==> src/rtl/fetch_pc_ctrl.sv <==
// Instruction fetch PC controller: owns the PC, drives the imem req/ack
// handshake and hands fetched instructions to decode.
module fetch_pc_ctrl #(
   parameter logic [31:0] RESET_PC = 32'h0000_0000,
   parameter int          CNT_W    = 16
) (
   input  logic             clk,
   input  logic             rst_n,
   input  logic             redirect_valid,
   input  logic [31:0]      npc_in,
   input  logic             stall,
   output logic             imem_req,
   output logic [31:0]      imem_addr,
   input  logic             imem_ack,
   input  logic [31:0]      imem_rdata,
   output logic             if_valid,
   input  logic             if_ready,
   output logic [31:0]      if_pc,
   output logic [31:0]      if_inst,
   output logic [31:0]      fetch_pc,
   output logic             misalign_err,
   output logic [CNT_W-1:0] redirect_cnt
);

   typedef enum logic [1:0] {
      IDLE,
      REQ,
      HOLD,
      KILL
   } state_e;

   state_e            state_q, state_d;
   logic [31:0]       pc_q, pc_d;
   logic [31:0]       kaddr_q, kaddr_d;
   logic              vld_q, vld_d;
   logic [31:0]       ipc_q, ipc_d;
   logic [31:0]       inst_q, inst_d;
   logic              mis_q, mis_d;
   logic [CNT_W-1:0]  cnt_q, cnt_d;

   logic [31:0]       target;
   logic              consume;

   assign target  = {npc_in[31:2], 2'b00};
   assign consume = if_ready && !stall;

   always_comb begin
      state_d = state_q;
      pc_d    = pc_q;
      kaddr_d = kaddr_q;
      vld_d   = vld_q;
      ipc_d   = ipc_q;
      inst_d  = inst_q;
      mis_d   = mis_q;
      cnt_d   = cnt_q;

      if (redirect_valid) begin
         if (cnt_q != '1) begin
            cnt_d = cnt_q + CNT_W'(1);
         end
         if (npc_in[1:0] != 2'b00) begin
            mis_d = 1'b1;
         end
      end

      unique case (state_q)
         IDLE: begin
            state_d = REQ;
            if (redirect_valid) begin
               pc_d = target;
            end
         end
         REQ: begin
            if (imem_ack && !redirect_valid) begin
               inst_d  = imem_rdata;
               ipc_d   = pc_q;
               vld_d   = 1'b1;
               pc_d    = pc_q + 32'd4;
               state_d = HOLD;
            end else if (imem_ack) begin
               pc_d    = target;
            end else if (redirect_valid) begin
               // the old request stays on the bus until its ack
               kaddr_d = pc_q;
               pc_d    = target;
               state_d = KILL;
            end
         end
         KILL: begin
            if (redirect_valid) begin
               pc_d = target;
            end
            if (imem_ack) begin
               state_d = REQ;
            end
         end
         HOLD: begin
            if (redirect_valid) begin
               vld_d   = 1'b0;
               pc_d    = target;
               state_d = REQ;
            end else if (consume) begin
               vld_d   = 1'b0;
               state_d = REQ;
            end
         end
         default: begin
            state_d = IDLE;
         end
      endcase
   end

   always_ff @(posedge clk) begin
      if (!rst_n) begin
         state_q <= IDLE;
         pc_q    <= RESET_PC;
         kaddr_q <= RESET_PC;
         vld_q   <= 1'b0;
         ipc_q   <= 32'h0;
         inst_q  <= 32'h0;
         mis_q   <= 1'b0;
         cnt_q   <= '0;
      end else begin
         state_q <= state_d;
         pc_q    <= pc_d;
         kaddr_q <= kaddr_d;
         vld_q   <= vld_d;
         ipc_q   <= ipc_d;
         inst_q  <= inst_d;
         mis_q   <= mis_d;
         cnt_q   <= cnt_d;
      end
   end

   assign imem_req     = (state_q == REQ) || (state_q == KILL);
   assign imem_addr    = (state_q == KILL) ? kaddr_q : pc_q;
   assign if_valid     = vld_q;
   assign if_pc        = ipc_q;
   assign if_inst      = inst_q;
   assign fetch_pc     = pc_q;
   assign misalign_err = mis_q;
   assign redirect_cnt = cnt_q;

endmodule

==> config.mk <==
export PLATFORM = sky130hd
export DESIGN_NAME = fetch_pc_ctrl
export DESIGN_NICKNAME = d
export VERILOG_FILES = /design/src/rtl/fetch_pc_ctrl.sv
export SDC_FILE = /design/constraint.sdc
export NUM_CORES = 1
export LEC_CHECK = 0
export BUFFER_PORTS_ARGS = -buffer_cell sky130_fd_sc_hd__clkbuf_2
export CAP_MARGIN = 5
export CORE_ASPECT_RATIO = 0.6
export CORE_UTILIZATION = 25
export DETAILED_ROUTE_END_ITERATION = 8
export REMOVE_ABC_BUFFERS = 1
export SLEW_MARGIN = 20
export SYNTH_ARGS = -nofsm -noshare
export SYNTH_HDL_FRONTEND = slang
export SYNTH_SLANG_ARGS = --single-unit
==> constraint.sdc <==
create_clock -name clk -period 1.9 [get_ports clk]
set_input_delay 0.285 -clock clk [delete_from_list [all_inputs] [get_ports clk]]
set_output_delay 0.285 -clock clk [all_outputs]
set_load 0.005 [all_outputs]
==> impl_metrics.yaml, run 1 <==
routing:
  drtIter0Drc: 351
  ant_nets: 0
  first_pass_iters: 4
  via_count: 6471
  wl_per_cell_um: 16.5
  drc: 0
  viasPerCell: 4.69
  wirelength_mm: 22.7
power_and_ir_drop:
  p_leak_nw: 3.84
  ir_worst_vdd_v: 0.000492
  p_per_area_mw_per_mm2: 867
  p_total_mw: 7.88
finish:
  fill_cells: 2655
  finalNetCount: 1110
  drive_above_1_share_pct: 34.3
  stdcell_count: 1380
  finalInstanceArea_mm2: 0.00909
  areaGrowthSynthToFinish_pct: 40.7
  diodes: 0
  multiInputGateArea_mm2: 0.00332
  regArea_mm2: 0.00297
critical_path:
  crit_chain: "buf_6, nand2_8, buf_12, mux2_2, clkbuf_2"
  path_max_fanout: 10
  cp.buffers_inverters: 3
  critical-path-slowest-cell: "mux2_2"
  cp.required_ns: 1.62
  arrival_ns: 1.64
  crit_family: "buffers and inverters"
  critical_path.max_stage_delay_ns: 0.35
  crit_path_end_kind: "output pin"
  startpoint_type: "flip-flop"
  critPathKind: "flip-flop to output pin"
clock_network:
  h-tree-depth: 4
  clockBufferDepth: 2
  cts-root-buf: "clkbuf_16"
  cts.clk_slew.worst_paths_ns: 0.06
  numCtsBuffers: 17
  clock_latency_ns: 0.44
  cts_tree: "done"
  clkSinkCount: 148
sta:
  rsz0062_at_grt: "yes"
  relSlewSlack_pct: 69.4
  fin_crit_sh_pct: 101
  drv_slew: 0
  tns_ns: -0.112
  post-route-min-period_ns: 1.92
  tightest_slew_ns: 0.455
  skew_ns: 0.00876
  setup_viol: 7
  fmax_mhz: 520
  fin_ws_ns: -0.0240
  finalHoldViolCount: 0
placed_design:
  io_buffers: 216
  placed_cells: 1338
  place_ws_ns: 0.113
  gp_congestion: 0.843
  detailed_place_hpwl_mm: 16.1
  place_area_mm2: 0.00819
synthesis:
  yosysWarnings: 0
  yosys.area.top_type_share_pct: 45.8
  ys_types: 50
  synth_cells: 803
  synth.cell_area_mm2: 0.00646
  async_flop_share_pct: 0
  synth_edf_count: 0
  avgSynthCellArea_um2: 8.05
  ys_seq_area_share_pct: 45.8
  ys.flop_type: "dfxtp_1"
  synth_top_cell_by_area: "dfxtp_1"
  ys_ff_latch: 148
  netlist_top_cells_area: "dfxtp_1 46%, nand2_1 13%, a21oi_1 9.4%"
global_route:
  grt_util_all_layers_pct: 17.2
  antenna_found_initial: 1
  grt-ovfl-total: 0
  grt_pass1_wl_mm: 34.4
  grt_pass1_vias: 5977
  grt_max_degree: 52
die:
  die_area_mm2: 0.0265
  fp.dieW_um: 210
  row_count: 45
  fp.coreArea_mm2: 0.0253
  initial_core_util_pct: 25.5
  io_pins: 217
  die_h_um: 127
outcome:
  violations: "setup timing"
  outcome: "finished, violations left"
worst_hold_path:
  hp-class: "input pin to flip-flop"
run:
  maxCapViolations: 0
==> metal layers <==
layer	global-route usage (%)	wire, um
met2	25.3	9520
met3	6.09	1790
met1	23.9	11200
met5	0	0
met4	3.78	202
==> worst reg2reg max path, cell delays in order (launching register included) <==
cell,delay [ns]
dfxtp_1,0.35
and4_1,0.27
and2_1,0.24
a21o_4,0.25
or4_1,0.47
a21oi_1,0.15
==> report_power, final <==
part	switching [mW]	internal (mW)
clock	1.41	2.32
sequential	0.0779	3.20
combinational	0.478	0.398
==> kinds of logic (layout without fill, tap and decap cells) <==
family | count (synthesis) | after routing | synth area share [%]
AND/OR/NAND/NOR | 339 | 339 | 23.6
AO/OA/AOI/OAI | 173 | 173 | 14.8
flip-flops | 148 | 148 | 45.8
buffers and inverters | 73 | 321 | 4.82
multiplexers | 35 | 35 | 6.04
XOR/XNOR | 33 | 33 | 4.47
adder cells (fa/ha/maj) | 2 | 2 | 0.387
==> state kept, by name, summed over array words and instances (netlist names) <==
register	count
fetch_pc	32
misalign_err	1
state_q	2
if_inst	32
if_pc	32
kaddr_q	32
redirect_cnt	16
if_valid	1
==> Yosys cell counts, drive strengths merged (3+ instances only) <==
| master | instances |
|---|---|
| and4 | 7 |
| nor2 | 33 |
| and3 | 15 |
| o21ai | 23 |
| inv | 7 |
| nand4 | 17 |
| dfxtp | 148 |
| xor2 | 16 |
| nand3 | 21 |
| nor3 | 8 |
| xnor2 | 17 |
| clkbuf | 39 |
| mux2 | 32 |
| nand2 | 219 |
| buf | 26 |
| a21oi | 122 |
| nor4 | 6 |
| a211oi | 12 |
| and2 | 4 |
| mux2i | 3 |
==> cells in the final DEF, fill, tap and decap left out, types with 17 or more instances in the layout <==
master,count
a21oi_1,122
nand2_1,218
dfxtp_1,146
o21ai_0,23
buf_4,54
nor2_1,33
mux2_4,24
nand3_1,20
clkbuf_16,18
xnor2_1,17
clkbuf_2,214
==> metrics by stage <==
step / hold WS [ns] / util, %
floorplan: 0.416 / -
global placement: 0.438 / 32.3
detailed placement: 0.442 / 32.3
CTS: 0.0419 / 35.6
global route: 0.0480 / 35.9
finish: 0.0685 / 35.9
==> path summary, 6_finish.rpt <==
check / from / endpoint / slack, ns / cells after the start
hold / removal: imem_rdata[29] / if_inst[29] / 0.07 / 3
setup / recovery: state_q[1] / imem_addr[0] / -0.02 / 5
setup reg to reg: redirect_cnt[5] / redirect_cnt[11] / 0.10 / 5
hold reg to reg: kaddr_q[0] / kaddr_q[0] / 0.45 / 2
==> cell type report <==
cell class | instances | area share (%)
Timing Repair Buffer | 281 | 18.9
Inverter | 8 | 0.358
Clock buffer | 22 | 5.21
Tap cell | 329 | 4.53
Clock inverter | 10 | 1.88
Multi-Input combinational cell | 582 | 36.5
Sequential cell | 148 | 32.6
==> timing repair <==
| action | CTS | global route |
|---|---|---|
| gates cloned | 2 | 1 |
| endpoints found under the setup margin | 32 | 54 |
| setup buffers | 3 | 6 |
| hold buffers | 0 | 0 |
| pin swaps | 1 | 3 |
| resized for setup | 22 | 16 |
Power figures use the tool's default switching activity.
==> run 2: changes to the inputs <==
--- a/config.mk
+++ b/config.mk
@@ -9,6 +9,7 @@
 export CAP_MARGIN = 5
 export CORE_ASPECT_RATIO = 0.6
 export CORE_UTILIZATION = 25
+export CTS_BUF_LIST = sky130_fd_sc_hd__clkbuf_2 sky130_fd_sc_hd__clkbuf_4 sky130_fd_sc_hd__clkbuf_8
 export DETAILED_ROUTE_END_ITERATION = 8
 export REMOVE_ABC_BUFFERS = 1
 export SLEW_MARGIN = 20
==> run 2 against run 1 <==
Highest routed layer unchanged. Clock power decreased by 23%. First-iteration DRC count is 0.85% lower. Worst setup slack worse by 0.0042 ns. Combinational power up 5.6%. Final cell count grew 2.0%. Global-route usage up 0.16 points. Design area increased by 1.1%. The flow still finishes with violations (setup timing). Maximum frequency is 0.22% lower.
==> impl_metrics.yaml, run 2 (synthesis results as in run 1) <==
sta:
  fin_crit_sh_pct: 101
  tns_ns: -0.219
  post-route-min-period_ns: 1.93
  setup_viol: 20
  tightest_slew_ns: 0.452
  drv_slew: 0
  skew_ns: 0.0165
  fmax_mhz: 519
  relSlewSlack_pct: 69.6
  fin_ws_ns: -0.0282
  finalHoldViolCount: 0
  fin_worst_hold_slack_ns: 0.0446
  rsz0062_at_grt: "yes"
outcome:
  violations: "setup timing"
  outcome: "finished, violations left"
finish:
  final_common_cell: "nand2_1"
  finalNetCount: 1137
  areaGrowthSynthToFinish_pct: 42.3
  final_util_pct: 36.3
  drive_above_1_share_pct: 33.7
  multiInputGateArea_mm2: 0.00336
  final_cell_mix: "218 x nand2_1, 215 x clkbuf_2, 146 x dfxtp_1"
  fill_cells: 2651
  finalInstanceArea_mm2: 0.00920
  stdcell_count: 1408
  regArea_mm2: 0.00297
routing:
  first_pass_iters: 5
  wl_per_cell_um: 16.4
  drc: 0
  ant_nets: 0
  drtIter0Drc: 348
  via_count: 6558
  wirelength_mm: 23.0
  viasPerCell: 4.66
placed_design:
  place_area_mm2: 0.00819
  gp_congestion: 0.843
  placed_cells: 1338
  io_buffers: 216
  place_ws_ns: 0.113
  detailed_place_hpwl_mm: 16.1
global_route:
  grt_pass1_vias: 6132
  grt_util_all_layers_pct: 17.3
  grt-ovfl-total: 0
  grt_pass1_wl_mm: 34.9
  grt_max_degree: 52
  antenna_found_initial: 1
clock_network:
  h-tree-depth: 4
  clockBufferDepth: 2
  cts_tree: "done"
  clock_latency_ns: 0.48
  clkSinkCount: 148
  numCtsBuffers: 17
  cts-root-buf: "clkbuf_8"
  cts.clk_slew.worst_paths_ns: 0.08
power_and_ir_drop:
  p_leak_nw: 3.89
  ir_worst_vdd_v: 0.000377
  p_per_area_mw_per_mm2: 771
  p_total_mw: 7.09
critical_path:
  startpoint_type: "flip-flop"
  reg2reg_depth: 7
  critPathKind: "flip-flop to output pin"
  cp.required_ns: 1.62
  r2r_start: "state_q[1]"
  crit_path_end_kind: "output pin"
  critPathLaunch: "state_q[1]"
  arrival_ns: 1.64
  path_max_fanout: 10
die:
  row_count: 45
  io_pins: 217
  fp.coreArea_mm2: 0.0253
  die_h_um: 127
  die_area_mm2: 0.0265
  initial_core_util_pct: 25.5
  fp.dieW_um: 210
worst_hold_path:
  hp-class: "input pin to flip-flop"
  worstHoldStart: "imem_rdata[2]"
  hold_depth: 3
run:
  maxCapViolations: 0
[run 2: changes by cell type in the layout (fill, tap and decap cells not counted), moves of 2 or more]
| cell | before | now |
|---|---|---|
| clkbuf_1 | 2 | 0 |
| clkbuf_4 | 0 | 2 |
| mux2_4 | 24 | 32 |
| clkbuf_16 | 18 | 0 |
| dlygate4sd3_1 | 0 | 28 |
| mux2_2 | 8 | 0 |
| clkbuf_8 | 3 | 20 |
[run 2: cell type report]
cell class,instances,share of cell area [%]
multi-input combinational,582,36.5
inverter,8,0.354
clock buffer,22,3.16
sequential,148,32.3
clock inverter,10,1.86
antenna,1,0.0272
tap,329,4.48
timing repair buffer,308,21.4
[run 2: critical path, stage by stage, from the launching register on]
cell and delay [ns]:
dfxtp_2 0.34, buf_6 0.13, nand2_8 0.09, buf_12 0.17, mux2_4 0.32, clkbuf_2 0.13
[run 2: repair_timing]
action,4_1_cts,5_1_grt
gates cloned,2,0
resized for setup,33,13
pin swaps,1,2
setup buffers,3,6
hold buffers,28,0
endpoints found under the hold margin,28,0
endpoints found under the setup margin,32,61
[run 2: power by group]
group	internal [mW]	switching (mW)	total (mW)
clock network	1.58	1.31	2.88
logic	0.436	0.489	0.925
registers	3.20	0.0800	3.28
total	5.21	1.87	7.09
[run 2: worst paths after layout]
kind                  end  slack [ns]
min            if_inst[2]        0.04
min reg2reg    if_inst[1]        0.46
max          imem_addr[5]       -0.03
max reg2reg     if_pc[27]        0.02
[run 2: routing by layer]
layer	GRT usage, %	vias to the layer above	routed length, um
met5	0	-	0
met4	4.85	0	244
met3	5.45	17	1690
met2	26.1	205	9640
met1	23.8	3079	11500
li1	-	3257	-
==> run 3: changes to the inputs <==
--- a/config.mk
+++ b/config.mk
@@ -5,6 +5,7 @@
 export SDC_FILE = /design/constraint.sdc
 export NUM_CORES = 1
 export LEC_CHECK = 0
+export ABC_AREA = 1
 export BUFFER_PORTS_ARGS = -buffer_cell sky130_fd_sc_hd__clkbuf_2
 export CAP_MARGIN = 5
 export CORE_ASPECT_RATIO = 0.6
==> run 3 against run 2 <==
The run now ends clean. Critical path depth is 1 lower. Worst setup slack better by 0.042 ns. Clock power is 13% lower. Hold slack better by 0.0077 ns. Via count is 13% higher. Critical path type unchanged. Critical endpoint is now imem_addr[11]. Largest power group unchanged.
==> impl_metrics.yaml, run 3 <==
global_route:
  grt_pass1_vias: 6835
  grt_max_degree: 104
  grt-ovfl-total: 0
  grt_util_all_layers_pct: 18.7
  grt_pass1_wl_mm: 39.8
  antenna_found_initial: 5
sta:
  fin_crit_sh_pct: 99.3
  drv_slew: 0
  setup_viol: 0
  post-route-min-period_ns: 1.89
  relSlewSlack_pct: 69.7
  rsz0062_at_grt: "yes"
  skew_ns: 0.0191
  fmax_mhz: 530
  finalHoldViolCount: 0
  fin_ws_ns: 0.0142
  tightest_slew_ns: 0.455
routing:
  via_count: 7430
  wl_per_cell_um: 17.0
  wirelength_mm: 27.0
  ant_nets: 0
  drc: 0
  first_pass_iters: 5
  viasPerCell: 4.67
  drtIter0Drc: 543
die:
  fp.coreArea_mm2: 0.0267
  row_count: 46
  die_h_um: 130
  fp.dieW_um: 216
  die_area_mm2: 0.0282
  initial_core_util_pct: 25.7
  io_pins: 217
synthesis:
  async_flop_share_pct: 0
  synth.cell_area_mm2: 0.00687
  ys_seq_area_share_pct: 43.1
  synth_top_cell_by_area: "dfxtp_1"
  netlist_top_cells_area: "dfxtp_1 43%, nor2_1 10%, nand2_1 9.6%"
  synth_cells: 997
  synthTopCellsByCount: "188 x nor2_1, 175 x nand2_1, 148 x dfxtp_1"
  avgSynthCellArea_um2: 6.89
  yosysMostFrequentCell: "nor2_1"
  ys.flop_type: "dfxtp_1"
  yosys.area.top_type_share_pct: 43.1
  ys_ff_latch: 148
  synth_edf_count: 0
  yosysWarnings: 0
  ys_types: 37
outcome:
  outcome: "complete, no violations"
placed_design:
  gp_congestion: 0.846
  place_ws_ns: 0.0972
  detailed_place_hpwl_mm: 18.6
  io_buffers: 216
  place_area_mm2: 0.00844
finish:
  finalNetCount: 1290
  final_common_cell: "clkbuf_2"
  finalInstanceArea_mm2: 0.00924
  fill_cells: 2890
  drive_above_1_share_pct: 28.9
  areaGrowthSynthToFinish_pct: 34.5
  final_util_pct: 34.6
  final_cell_mix: "204 x clkbuf_2, 173 x nand2_1, 166 x nor2_1"
critical_path:
  critPathKind: "flip-flop to output pin"
  reg2reg_slack_ns: 0.13
  path_max_fanout: 7
  startpoint_type: "flip-flop"
  cp.required_ns: 1.62
  crit_path_end_kind: "output pin"
  arrival_ns: 1.60
power_and_ir_drop:
  clock_power_share_pct: 35.8
  p_leak_nw: 4.21
  share_comb_of_total_power_pct: 15.6
  p_per_area_mw_per_mm2: 756
  pwr-share-seq_pct: 48.6
  switching_share_pct: 30.9
  internal_power_mw: 4.83
  ir_worst_vdd_v: 0.000534
  p_switching_mw: 2.16
clock_network:
  h-tree-depth: 4
  cts-root-buf: "clkbuf_8"
  cts_hold_buf: 0
  numCtsBuffers: 17
  clock_latency_ns: 0.49
  clockBufferDepth: 2
  cts.clk_slew.worst_paths_ns: 0.09
  cts_tree: "done"
  clkSinkCount: 148
worst_hold_path:
  hp-class: "input pin to flip-flop"
run:
  maxCapViolations: 0
run 3: timing repair:
item                       4_1_cts  5_1_grt
buffers inserted                 0        1
cloned                           2        7
pin swaps                        0        2
resized for setup               19       58
setup endpoints to repair       23       54
run 3: path summary, 6_finish.rpt:
kind,to,from,depth (start not counted)
worst min-delay path,if_inst[19],imem_rdata[19],3
worst max-delay path,imem_addr[11],state_q[1],4
worst min register to register,misalign_err,misalign_err,2
worst max register to register,fetch_pc[26],fetch_pc[12],8
run 3: cell families (layout without fill, tap and decap cells):
kind of cell,count (synthesis),count (layout),synth area share [%]
AOI/OAI and AO/OA,239,239,18.4
buffers and inverters,142,375,9.19
adders and majority gates,2,2,0.364
xor gates and xnor gates,14,14,1.78
other,0,1,0
DFF,148,148,43.1
and+or+nand+nor,452,453,27.2
run 3: metrics by stage:
| step | cells | power, mW | hold slack [ns] | setup TNS, ns |
|---|---|---|---|---|
| 6_report | 1592 | 6.98 | 0.0524 | 0 |
| 5_1_grt | 1592 | 7.37 | 0.0211 | -0.925 |
| 4_1_cts | 1584 | 7.00 | 0.0119 | -0.0432 |
| 3_5_place_dp | 1550 | 4.44 | 0.444 | 0 |
| 3_3_place_gp | 1550 | 4.43 | 0.438 | 0 |
| 2_1_floorplan | 943 | 3.87 | 0.364 | -12.16 |
run 3: final cells by class:
class	count	area [um2]	area share (%)
multi-input combinational	708	3480	37.6
tap	360	450	4.87
inverter	88	334	3.61
clock inverter	13	124	1.34
timing repair buffer	255	1620	17.5
sequential	148	2970	32.2
antenna	1	2.50	0.0271
clock buffer	19	262	2.83
run 3: critical path: stages, from the launching register on:
cell and delay, ns:
dfxtp_4 0.46, nand2_8 0.15, buf_16 0.19, a21oi_1 0.15, clkbuf_2 0.17
run 3: power by group through the flow:
| stage | combinational [mW] | sequential, mW | clock [mW] |
|---|---|---|---|
| floorplan | 0.429 | 3.44 | 0 |
| global placement | 0.988 | 3.44 | 0 |
| detailed placement | 0.998 | 3.45 | 0 |
| CTS | 1.04 | 3.38 | 2.58 |
| global route | 1.22 | 3.42 | 2.73 |
| finish | 1.09 | 3.39 | 2.50 |
run 3: layer usage:
layer | vias to the layer above | global-route usage [%] | part of all wire, % | wire (um)
li1 | 3699 | - | - | -
met1 | 3464 | 25.7 | 49 | 13300
met2 | 229 | 27.0 | 40 | 10900
met3 | 32 | 8.06 | 9.2 | 2470
met4 | 6 | 3.69 | 1.2 | 329
met5 | - | 0 | 0.16 | 44
